**config.mk**
```make
export PLATFORM = sky130hd
export DESIGN_NAME = udma_ch_addrgen_2d
export DESIGN_NICKNAME = d
export VERILOG_FILES = /design/src/rtl/udma_pkg.sv /design/src/rtl/udma_ch_cfg_shadow.sv /design/src/rtl/udma_ch_addrgen_2d.sv
export SDC_FILE = /design/constraint.sdc
export NUM_CORES = 1
export LEC_CHECK = 0
export BUFFER_PORTS_ARGS = -buffer_cell sky130_fd_sc_hd__buf_2
export CAP_MARGIN = 10
export CORE_MARGIN = 2
export CORE_UTILIZATION = 40
export DETAILED_ROUTE_END_ITERATION = 8
export SYNTH_ARGS = -nofsm -noshare
export SYNTH_HDL_FRONTEND = slang
export SYNTH_SLANG_ARGS = --single-unit
```
**constraint.sdc**
```tcl
create_clock -name clk_i -period 5.55 [get_ports clk_i]
set_input_delay 1.11 -clock clk_i [delete_from_list [all_inputs] [get_ports clk_i]]
set_output_delay 1.11 -clock clk_i [all_outputs]
set_load 0.05 [all_outputs]
```
**src/rtl/udma_pkg.sv**
```systemverilog
// udma_pkg : shared uDMA channel types and helpers
// rev 1.0
`default_nettype none

package udma_pkg;

  localparam int UDMA_L2_AWIDTH_NOAL = 21;
  localparam int UDMA_TRANS_SIZE     = 20;

  typedef logic [UDMA_L2_AWIDTH_NOAL-1:0] ch_addr_t;
  typedef logic [UDMA_TRANS_SIZE-1:0]     ch_trans_t;
  typedef logic [UDMA_TRANS_SIZE-1:0]     ch_stride_t;
  typedef logic [UDMA_TRANS_SIZE-1:0]     ch_rowlen_t;

  typedef enum logic [0:0] {
    ADDRGEN_IDLE = 1'b0,
    ADDRGEN_RUN  = 1'b1
  } addrgen_state_e;

  typedef struct packed {
    ch_addr_t   startaddr;
    ch_trans_t  size;
    ch_rowlen_t row_len;
    ch_stride_t stride;
    logic       mode_2d;
    logic       continuous;
    logic [1:0] datasize;
  } udma_addrgen_cfg_t;

  // Datasize 3 is a word, like datasize 2.
  function automatic logic [1:0] addrgen_shift(input logic [1:0] datasize);
    return (datasize == 2'd3) ? 2'd2 : datasize;
  endfunction

endpackage

`default_nettype wire

```
**src/rtl/udma_ch_cfg_shadow.sv**
```systemverilog
// udma_ch_cfg_shadow : single-entry holding register for the queued transfer config
// rev 1.0
`default_nettype none

module udma_ch_cfg_shadow
  import udma_pkg::*;
(
  input  logic              clk_i,
  input  logic              rstn_i,
  input  logic              set_i,
  input  logic              consume_i,
  input  logic              clr_i,
  input  udma_addrgen_cfg_t cfg_i,
  output logic              valid_o,
  output udma_addrgen_cfg_t cfg_o
);

  logic              valid_q, valid_d;
  udma_addrgen_cfg_t cfg_q, cfg_d;

  // A set in the consume cycle was already forwarded by the parent, so consume wins.
  always_comb begin
    valid_d = valid_q;
    cfg_d   = cfg_q;
    if (clr_i || consume_i) begin
      valid_d = 1'b0;
    end else if (set_i) begin
      valid_d = 1'b1;
      cfg_d   = cfg_i;
    end
  end

  always_ff @(posedge clk_i or negedge rstn_i) begin
    if (!rstn_i) begin
      valid_q <= 1'b0;
      cfg_q   <= '0;
    end else begin
      valid_q <= valid_d;
      cfg_q   <= cfg_d;
    end
  end

  assign valid_o = valid_q;
  assign cfg_o   = cfg_q;

endmodule

`default_nettype wire

```
**src/rtl/udma_ch_addrgen_2d.sv**
```systemverilog
// udma_ch_addrgen_2d : linear/2D beat address generator for one uDMA channel
// rev 1.0
`default_nettype none

module udma_ch_addrgen_2d
  import udma_pkg::*;
#(
  parameter int L2_AWIDTH_NOAL = UDMA_L2_AWIDTH_NOAL,
  parameter int TRANS_SIZE     = UDMA_TRANS_SIZE
) (
  input  logic                      clk_i,
  input  logic                      rstn_i,
  input  logic [L2_AWIDTH_NOAL-1:0] cfg_startaddr_i,
  input  logic [TRANS_SIZE-1:0]     cfg_size_i,
  input  logic [TRANS_SIZE-1:0]     cfg_row_len_i,
  input  logic [TRANS_SIZE-1:0]     cfg_stride_i,
  input  logic                      cfg_mode_2d_i,
  input  logic                      cfg_continuous_i,
  input  logic [1:0]                cfg_datasize_i,
  input  logic                      cfg_en_i,
  input  logic                      cfg_clr_i,
  input  logic                      int_not_stall_i,
  output logic                      int_en_o,
  output logic                      int_pending_o,
  output logic [L2_AWIDTH_NOAL-1:0] int_addr_o,
  output logic [1:0]                int_datasize_o,
  output logic [TRANS_SIZE-1:0]     int_bytes_left_o,
  output logic                      evt_row_o,
  output logic                      evt_eot_o
);

  localparam logic [0:0] S_IDLE = 1'b0;
  localparam logic [0:0] S_RUN  = 1'b1;

  logic [0:0]                state_q, state_d;
  logic [L2_AWIDTH_NOAL-1:0] addr_q, addr_d;
  logic [L2_AWIDTH_NOAL-1:0] row_start_q, row_start_d;
  logic [TRANS_SIZE-1:0]     bytes_left_q, bytes_left_d;
  logic [TRANS_SIZE-1:0]     row_cnt_q, row_cnt_d;
  udma_addrgen_cfg_t         act_q, act_d;
  logic                      evt_row_q, evt_row_d;
  logic                      evt_eot_q, evt_eot_d;

  udma_addrgen_cfg_t         cfg_in, shadow_cfg, load_cfg;
  logic                      shadow_valid, shadow_set, shadow_consume, do_load;
  logic                      start_req, is_2d, last_beat, row_done;
  logic [TRANS_SIZE-1:0]     incr, row_len;
  logic [L2_AWIDTH_NOAL-1:0] incr_a, stride_a;

  assign cfg_in = '{
    startaddr:  UDMA_L2_AWIDTH_NOAL'(cfg_startaddr_i),
    size:       UDMA_TRANS_SIZE'(cfg_size_i),
    row_len:    UDMA_TRANS_SIZE'(cfg_row_len_i),
    stride:     UDMA_TRANS_SIZE'(cfg_stride_i),
    mode_2d:    cfg_mode_2d_i,
    continuous: cfg_continuous_i,
    datasize:   cfg_datasize_i
  };

  assign start_req = cfg_en_i && (cfg_size_i != '0);
  assign incr      = TRANS_SIZE'(1) << addrgen_shift(act_q.datasize);
  assign incr_a    = L2_AWIDTH_NOAL'(incr);
  assign row_len   = TRANS_SIZE'(act_q.row_len);
  assign stride_a  = L2_AWIDTH_NOAL'(act_q.stride);
  assign is_2d     = act_q.mode_2d && (row_len != '0);
  assign last_beat = bytes_left_q <= incr;
  // One extra bit so a row count near the top of the range cannot wrap.
  assign row_done  = ({1'b0, row_cnt_q} + {1'b0, incr}) >= {1'b0, row_len};

  udma_ch_cfg_shadow u_shadow (
    .clk_i     (clk_i),
    .rstn_i    (rstn_i),
    .set_i     (shadow_set),
    .consume_i (shadow_consume),
    .clr_i     (cfg_clr_i),
    .cfg_i     (cfg_in),
    .valid_o   (shadow_valid),
    .cfg_o     (shadow_cfg)
  );

  always_comb begin
    state_d        = state_q;
    addr_d         = addr_q;
    row_start_d    = row_start_q;
    bytes_left_d   = bytes_left_q;
    row_cnt_d      = row_cnt_q;
    act_d          = act_q;
    evt_row_d      = 1'b0;
    evt_eot_d      = 1'b0;
    shadow_set     = 1'b0;
    shadow_consume = 1'b0;
    do_load        = 1'b0;
    load_cfg       = cfg_in;

    if (cfg_clr_i) begin
      state_d      = S_IDLE;
      bytes_left_d = '0;
      row_cnt_d    = '0;
    end else if (state_q == S_IDLE) begin
      do_load = start_req;
    end else begin
      shadow_set = start_req;
      if (int_not_stall_i) begin
        if (last_beat) begin
          evt_eot_d    = 1'b1;
          evt_row_d    = is_2d;
          bytes_left_d = '0;
          // A start arriving with the last beat bypasses the shadow directly.
          if (start_req) begin
            do_load        = 1'b1;
            shadow_consume = 1'b1;
          end else if (shadow_valid) begin
            do_load        = 1'b1;
            load_cfg       = shadow_cfg;
            shadow_consume = 1'b1;
          end else if (act_q.continuous) begin
            do_load  = 1'b1;
            load_cfg = act_q;
          end else begin
            state_d = S_IDLE;
          end
        end else begin
          bytes_left_d = bytes_left_q - incr;
          if (is_2d && row_done) begin
            addr_d      = row_start_q + stride_a;
            row_start_d = row_start_q + stride_a;
            row_cnt_d   = '0;
            evt_row_d   = 1'b1;
          end else begin
            addr_d = addr_q + incr_a;
            if (is_2d) begin
              row_cnt_d = row_cnt_q + incr;
            end
          end
        end
      end
    end

    if (do_load) begin
      state_d      = S_RUN;
      act_d        = load_cfg;
      addr_d       = L2_AWIDTH_NOAL'(load_cfg.startaddr);
      row_start_d  = L2_AWIDTH_NOAL'(load_cfg.startaddr);
      bytes_left_d = TRANS_SIZE'(load_cfg.size);
      row_cnt_d    = '0;
    end
  end

  always_ff @(posedge clk_i or negedge rstn_i) begin
    if (!rstn_i) begin
      state_q      <= S_IDLE;
      addr_q       <= '0;
      row_start_q  <= '0;
      bytes_left_q <= '0;
      row_cnt_q    <= '0;
      act_q        <= '0;
      evt_row_q    <= 1'b0;
      evt_eot_q    <= 1'b0;
    end else begin
      state_q      <= state_d;
      addr_q       <= addr_d;
      row_start_q  <= row_start_d;
      bytes_left_q <= bytes_left_d;
      row_cnt_q    <= row_cnt_d;
      act_q        <= act_d;
      evt_row_q    <= evt_row_d;
      evt_eot_q    <= evt_eot_d;
    end
  end

  assign int_en_o         = (state_q == S_RUN);
  assign int_pending_o    = shadow_valid;
  assign int_addr_o       = addr_q;
  assign int_datasize_o   = act_q.datasize;
  assign int_bytes_left_o = bytes_left_q;
  assign evt_row_o        = evt_row_q;
  assign evt_eot_o        = evt_eot_q;

endmodule

`default_nettype wire

```
* Word level (Yosys, flattened, before mapping) *
Cells that the tools add are included.

storage, ports and cells
  register bits after elaboration = 256
  latch bits = 0
  bits in writable memories = 0
  memory bits (read-only) = 0
  input bits = 90
  output and inout bits = 47
  memories kept = 0

operators by class
  add/sub/neg operators = 5
  multiply operators = 0
  divide/modulo/power cells = 0
  $lt $le $gt $ge = 2
  eq/ne operators = 5
  shift operators = 1
  multiplexer cells = 63
  bitwise gates (word level) = 1
  reductions and logical operators = 19

operator list
  cell                                                   count
  two-way mux 85 bit                                     7
  two-way mux 21 bit                                     12
  two-way mux 20 bit                                     12
  adder 21 x 20 -> 21 bit                                2
  nonzero test 20 bit                                    2
  two-way mux 1 bit                                      31
  adder 20 x 20 -> 21 bit                                1
  greater-or-equal comparator 21 x 20 -> 1 bit           1
  adder 20 bit                                           1
  less-or-equal comparator 20 bit                        1
  left shift 1 x 2 -> 20 bit, first input constant       1
  subtractor 20 bit                                      1
  AND reduction 4 bit                                    2
  nonzero test 2 bit                                     4
  inequality test 7 x 6 -> 1 bit, second input constant  1
  AND reduction 2 bit                                    3
  nonzero test 3 bit                                     2
  AND reduction 5 bit                                    1
  nonzero test 4 bit                                     1
  logical AND 1 bit                                      3
  inequality test 3 bit, second input constant           1
  equality test 2 bit, second input constant             1
  two-way mux 2 bit                                      1
  inequality test 2 x 1 -> 1 bit, second input constant  1
  3 further kinds                                        3

* Longest topological paths before layout *
  depth after elaboration = 12
  mapped depth = 22
  depth with buffers taken out = 18

* By module *
Synthesis repeated with hierarchy kept, for this count alone.

unflattened totals
  cell total of the unflattened synthesis = 1398
  area total of the unflattened synthesis = 14381.3 um^2

modules (own cells, without submodules)
  module              instances  cells an instance  area each (um^2)  seq. area each (um^2)
  udma_ch_addrgen_2d  1          1215               11172.0           4254.1
  udma_ch_cfg_shadow  1          183                3209.3            2152.1

* Worst setup path before layout *
Ideal clock, no wire load.

  path kind = register to register
  from = register act_q, in the netlist int_datasize_o[1]
  to = register addr_q[15], in the netlist int_addr_o[15]
  data arrival time = 4.582 ns
  slack = 0.842 ns
  cell stages (with the launch flop) = 22
  period minus slack after synthesis = 4.708 ns
  cells stage by stage = dfrtp_1 > buf_2 > buf_2 > nor2_1 > ha_1 > inv_1 > fa_1 > nor2b_1 > a211oi_1 > or3_1 > nor2_1 > nand3_1 > xnor2_1 > ha_1 > a211o_1 > a211oi_1 > nand4b_1 > nand2b_1 > buf_2 > buf_4 > a21oi_1 > a221o_1

on the way
  word-level cells in the longest chain between the ends = 12
  elaborated cells on any way between the ends = 27
  classes of those cells = add/sub: 2; order compare: 2; eq/ne: 3; shift: 1; mux: 15; reduce/logical: 4

RTL lines
  element                                       RTL line                   source
  start, declared                               udma_ch_addrgen_2d.sv:40   udma_addrgen_cfg_t act_q, act_d;
  start signal, assigned                        udma_ch_addrgen_2d.sv:165  act_q <= act_d;
  equality test 2 bit                           udma_pkg.sv:32             return (datasize == 2'd3) ? 2'd2 : datasize;
  two-way mux 2 bit (*)                         udma_pkg.sv:32
  left shift 1 x 2 -> 20 bit (*)                udma_ch_addrgen_2d.sv:61   assign incr = TRANS_SIZE'(1) << addrgen_shift(act_q.datasize);
  adder 20 x 20 -> 21 bit                       udma_ch_addrgen_2d.sv:68   assign row_done = ({1'b0, row_cnt_q} + {1'b0, incr}) >= {1'b0, row_len};
  greater-or-equal comparator 21 x 20 -> 1 bit  udma_ch_addrgen_2d.sv:68
  logical AND 1 bit                             udma_ch_addrgen_2d.sv:124  if (is_2d && row_done) begin
  two-way mux 21 bit                            udma_ch_addrgen_2d.sv:124
  two-way mux 21 bit                            udma_ch_addrgen_2d.sv:104  if (last_beat) begin
  two-way mux 21 bit                            udma_ch_addrgen_2d.sv:103  if (int_not_stall_i) begin
  two-way mux 21 bit                            udma_ch_addrgen_2d.sv:99   end else if (state_q == S_IDLE) begin
  two-way mux 21 bit                            udma_ch_addrgen_2d.sv:95   if (cfg_clr_i) begin
  two-way mux 21 bit                            udma_ch_addrgen_2d.sv:139  if (do_load) begin
  end signal, assigned                          udma_ch_addrgen_2d.sv:161  addr_q <= addr_d;
  end, declared                                 udma_ch_addrgen_2d.sv:36   logic [L2_AWIDTH_NOAL-1:0] addr_q, addr_d;

Every way passes the cells marked *; elsewhere a longest branch is shown, timed or not. The select of a mux whose other input is x is not followed.
A chain may end at the register's enable or synchronous reset.

* Worst setup path after layout *
  from = register act_q, in the netlist int_datasize_o[1]
  to = register addr_q[12], in the netlist int_addr_o[12]

Same word-level chain as after synthesis.

==> results_dict.tcl <==
set metrics [dict create \
    synth_warnings 0 \
    synth_top_family_by_area "compound AO/OA/AOI/OAI gates" \
    initial_utilization 0.4048 \
    slowest_delay_ps 510 \
    final_cells 2037 \
    synthSimpleGateAreaFrac 0.1341 \
    ios 137 \
    first_pass_iters 5 \
    ys_seq_area_frac 0.4471 \
    antenna_found_initial 1 \
    placedCellCount 1987 \
    worstSetupEndpointType "register" \
    synth_cells 1446 \
    slowest_stage "o221ai_1" \
    hp-class "reg -> reg" \
    synth_cell_types 84 \
    ant_nets 0 \
    tightest_slew_ps 1118 \
    crit_type "reg -> reg" \
    synth_fa_ha_area_frac 0.04838 \
    grt_pass1_vias 11770 \
    die_w_um 193.3 \
    clockBufferDepth 3 \
    drv_slew 0 \
    worstHoldPathCells 1 \
    htree_levels 1 \
    grt_pass1_wl_um 66810 \
    wirelength_um 42110 \
    layout_setup_ws_ps 479.4 \
    pwr-share-seq 0.399 \
    grt-ovfl-total 0 \
    max_freq_mhz 197.2 \
    grt.total_usage 0.2215 \
    post-dp-hpwl_um 29980 \
    relSlewSlack 0.2514 \
    cts_tree "built" \
    top_layer_used "met4" \
    avgSynthCellArea_um2 9.909 \
    clk_pin_slew_ps 60 \
    internal-power_uw 4095 \
    drt_iter0_drc 967 \
    num_vias 11850 \
    hold_viol_final 0 \
    num_rows 69 \
    place.port_buffers 136 \
    synth-compound-area-share 0.2237 \
    wl_met3_um 2124 \
    sw_frac_of_total 0.3473 \
    numCtsBuffers 29 \
    drt-met1-wl_um 19070 \
    fin_nets 1700 \
    status "complete, no violations" \
    cap_violations 0 \
    fin_skew_ps 11.27 \
    coreArea_um2 35400 \
    clk_latency_ps 550 \
    die_area_um2 37350 \
    hold_buffers 0 \
    power_frac_clock 0.309 \
    viasPerCell 5.817 \
    ys_ff_latch 256 \
    p_per_area_nw_per_um2 382.4 \
    rr_worst_depth 18 \
    setup-violations-final 0 \
    wl_per_cell_um 20.67 \
    ir_drop_mv 0.3344 \
    p_sw_uw 2179 \
    path_cells "nor2_1 > ha_1 > inv_1 > fa_1 > nor2b_1 > a211oi_1 > or3_1 > nor2_1 > nand3_1 > xnor2_1 > ha_1 > o21a_1 > o21ai_0 > nand2b_1 > o221ai_1 > nand2b_2 > mux2i_1 > a221o_1" \
    drive_gt1_frac 0.2076 \
    synth_xor_area_frac 0.02812 \
    synth_edf_count 0 \
    netlist_area_um2 14330 \
    clockRootBuffer "clkbuf_16" \
    die_height_um 193.3 \
    synthArstFlopShare 1.000 \
    place_congestion 0.8972 \
    grt_max_degree 114 \
    leakage_uw 0.007333 \
    start_kind "register" \
    place_ws_ps 199.8 \
    rsz0062_at_grt "false" \
    combinationalPowerShare 0.293 \
    critPathArrivalTime_ps 5510 \
    ys.flop_type "dfrtp_1" \
    drc_errors 0 \
    layout_commonest_cell "dfrtp_1" \
    layout_common_cells "dfrtp_1 (256), buf_2 (135), a21oi_1 (115)" \
    setup_tns_ps 0 \
    layout_min_cycle_time_ps 5071 \
    required_ps 5990 \
    wl_met2_um 19860 \
    fin_crit_sh 0.9136 \
    synthMuxAreaShare 0.07265 \
    path_max_fanout 15 \
    syn2layout_area_growth_pct 14.50 \
    clock_sinks 256 \
]
## worst paths after layout
path / from / endpoint / slack, ps
worst max-delay path: int_datasize_o[1]$_DFFE_PN0P_ / int_addr_o[12]$_DFFE_PN0P_ / 480
worst min-delay path: act_q[59]$_DFFE_PN0P_ / act_q[59]$_DFFE_PN0P_ / 480
worst max register to register: int_datasize_o[1]$_DFFE_PN0P_ / int_addr_o[12]$_DFFE_PN0P_ / 480
worst min register to register: act_q[59]$_DFFE_PN0P_ / act_q[59]$_DFFE_PN0P_ / 480
max in group asynchronous: rstn_i / u_shadow.cfg_o[63]$_DFFE_PN0P_ / 3770
min in group asynchronous: rstn_i / u_shadow.cfg_o[37]$_DFFE_PN0P_ / 630
## what timing repair did
action,in CTS,in global routing
setup buffers,0,0
gates resized for setup,0,4
setup endpoints to repair,0,9
## critical path: cells and delay by family, from the launching register on
| family | cells | cell delay (ps) |
|---|---|---|
| AO/OA/AOI/OAI | 5 | 1230 |
| XOR/XNOR | 1 | 220 |
| adder cells (fa/ha/maj) | 3 | 940 |
| buffers and inverters | 1 | 60 |
| flip-flops | 1 | 470 |
| multiplexers | 1 | 140 |
| AND/OR/NAND/NOR | 7 | 1890 |
## power by group through the flow
stage | Combinational, uW | Clock, uW | Sequential, uW
after global placement | 1790 | 0 | 2520
after detailed placement | 1820 | 0 | 2530
after CTS | 1830 | 1980 | 2500
final | 1840 | 1940 | 2500
after global routing | 2010 | 2050 | 2550
after floorplan | 1140 | 0 | 2650
## routing by layer
layer | vias to the layer above | global-route usage
met5 | - | 0
met4 | 0 | 0.06390
met3 | 58 | 0.03260
met2 | 294 | 0.3578
met1 | 5923 | 0.3097
li1 | 5575 | -
## Yosys cell counts, drive strengths merged (4+ instances only)
| master | count | area (um^2) |
|---|---|---|
| dfrtp | 256 | 6406 |
| a21oi | 116 | 584.3 |
| nor2 | 112 | 427.9 |
| nand2 | 106 | 397.9 |
| mux2 | 80 | 900.9 |
| a22oi | 71 | 533.0 |
| buf | 59 | 335.3 |
| inv | 54 | 202.7 |
| o21ai | 54 | 270.3 |
| ha | 49 | 613.1 |
| a21o | 39 | 292.8 |
| nand3 | 32 | 160.2 |
| nor3 | 31 | 166.4 |
| clkbuf | 27 | 112.6 |
| xnor2 | 24 | 210.2 |
| o21a | 22 | 165.2 |
| xor2 | 22 | 192.7 |
| nand4 | 21 | 131.4 |
| nor4 | 18 | 118.9 |
| o31ai | 18 | 135.1 |
| or3 | 18 | 122.6 |
| a211oi | 17 | 155.2 |
| a22o | 17 | 148.9 |
| a211o | 14 | 123.9 |
| mux2i | 14 | 140.1 |
| and3 | 12 | 75.07 |
| o211ai | 12 | 90.09 |
| o2111ai | 11 | 102.6 |
| a221o | 10 | 100.1 |
| nor2b | 10 | 62.56 |
| nand2b | 9 | 56.30 |
| o22ai | 8 | 50.05 |
| a221oi | 7 | 73.82 |
| and2 | 7 | 45.05 |
| or2 | 6 | 37.54 |
| a21boi | 5 | 37.54 |
| and4 | 5 | 43.79 |
| a31oi | 4 | 25.02 |
| fa | 4 | 80.08 |
## flip-flops by register name, summed over array words and instances, names as in the netlist
name	cells
u_shadow.cfg_o	85
act_q	63
int_addr_o	21
row_start_q	21
int_bytes_left_o	20
row_cnt_q	20
row_len	20
int_datasize_o	2
evt_eot_o	1
evt_row_o	1
int_en_o	1
u_shadow.valid_o	1
## final cells by class
class	count	area, um^2
tap	461	576.8
timing repair buffer	165	945.9
clock inverter	7	110.1
clock buffer	42	834.6
sequential	256	6406
antenna	1	2.502
inverter	54	202.7
fill	3401	18990
multi-input combinational	1051	7327
## metrics by stage
step           power (uW)  cell area [um^2]  hold slack, ps  utilization
2_1_floorplan        3789             14330           445.4            -
3_3_place_gp         4304             15450           458.9       0.4364
3_5_place_dp         4349             15450           465.1       0.4364
4_1_cts              6303             16390           479.1       0.4631
5_1_grt              6608             16410           492.9       0.4635
6_report             6273             16410           475.3       0.4635
## kinds of logic after synthesis
group,after synthesis
AOI/OAI and AO/OA,459
xor gates and xnor gates,46
adders and majority gates,53
buffers and inverters,140
DFF,256
muxes,94
other,2
and+or+nand+nor,396
Note: power is estimated with default switching activity, not from simulation.
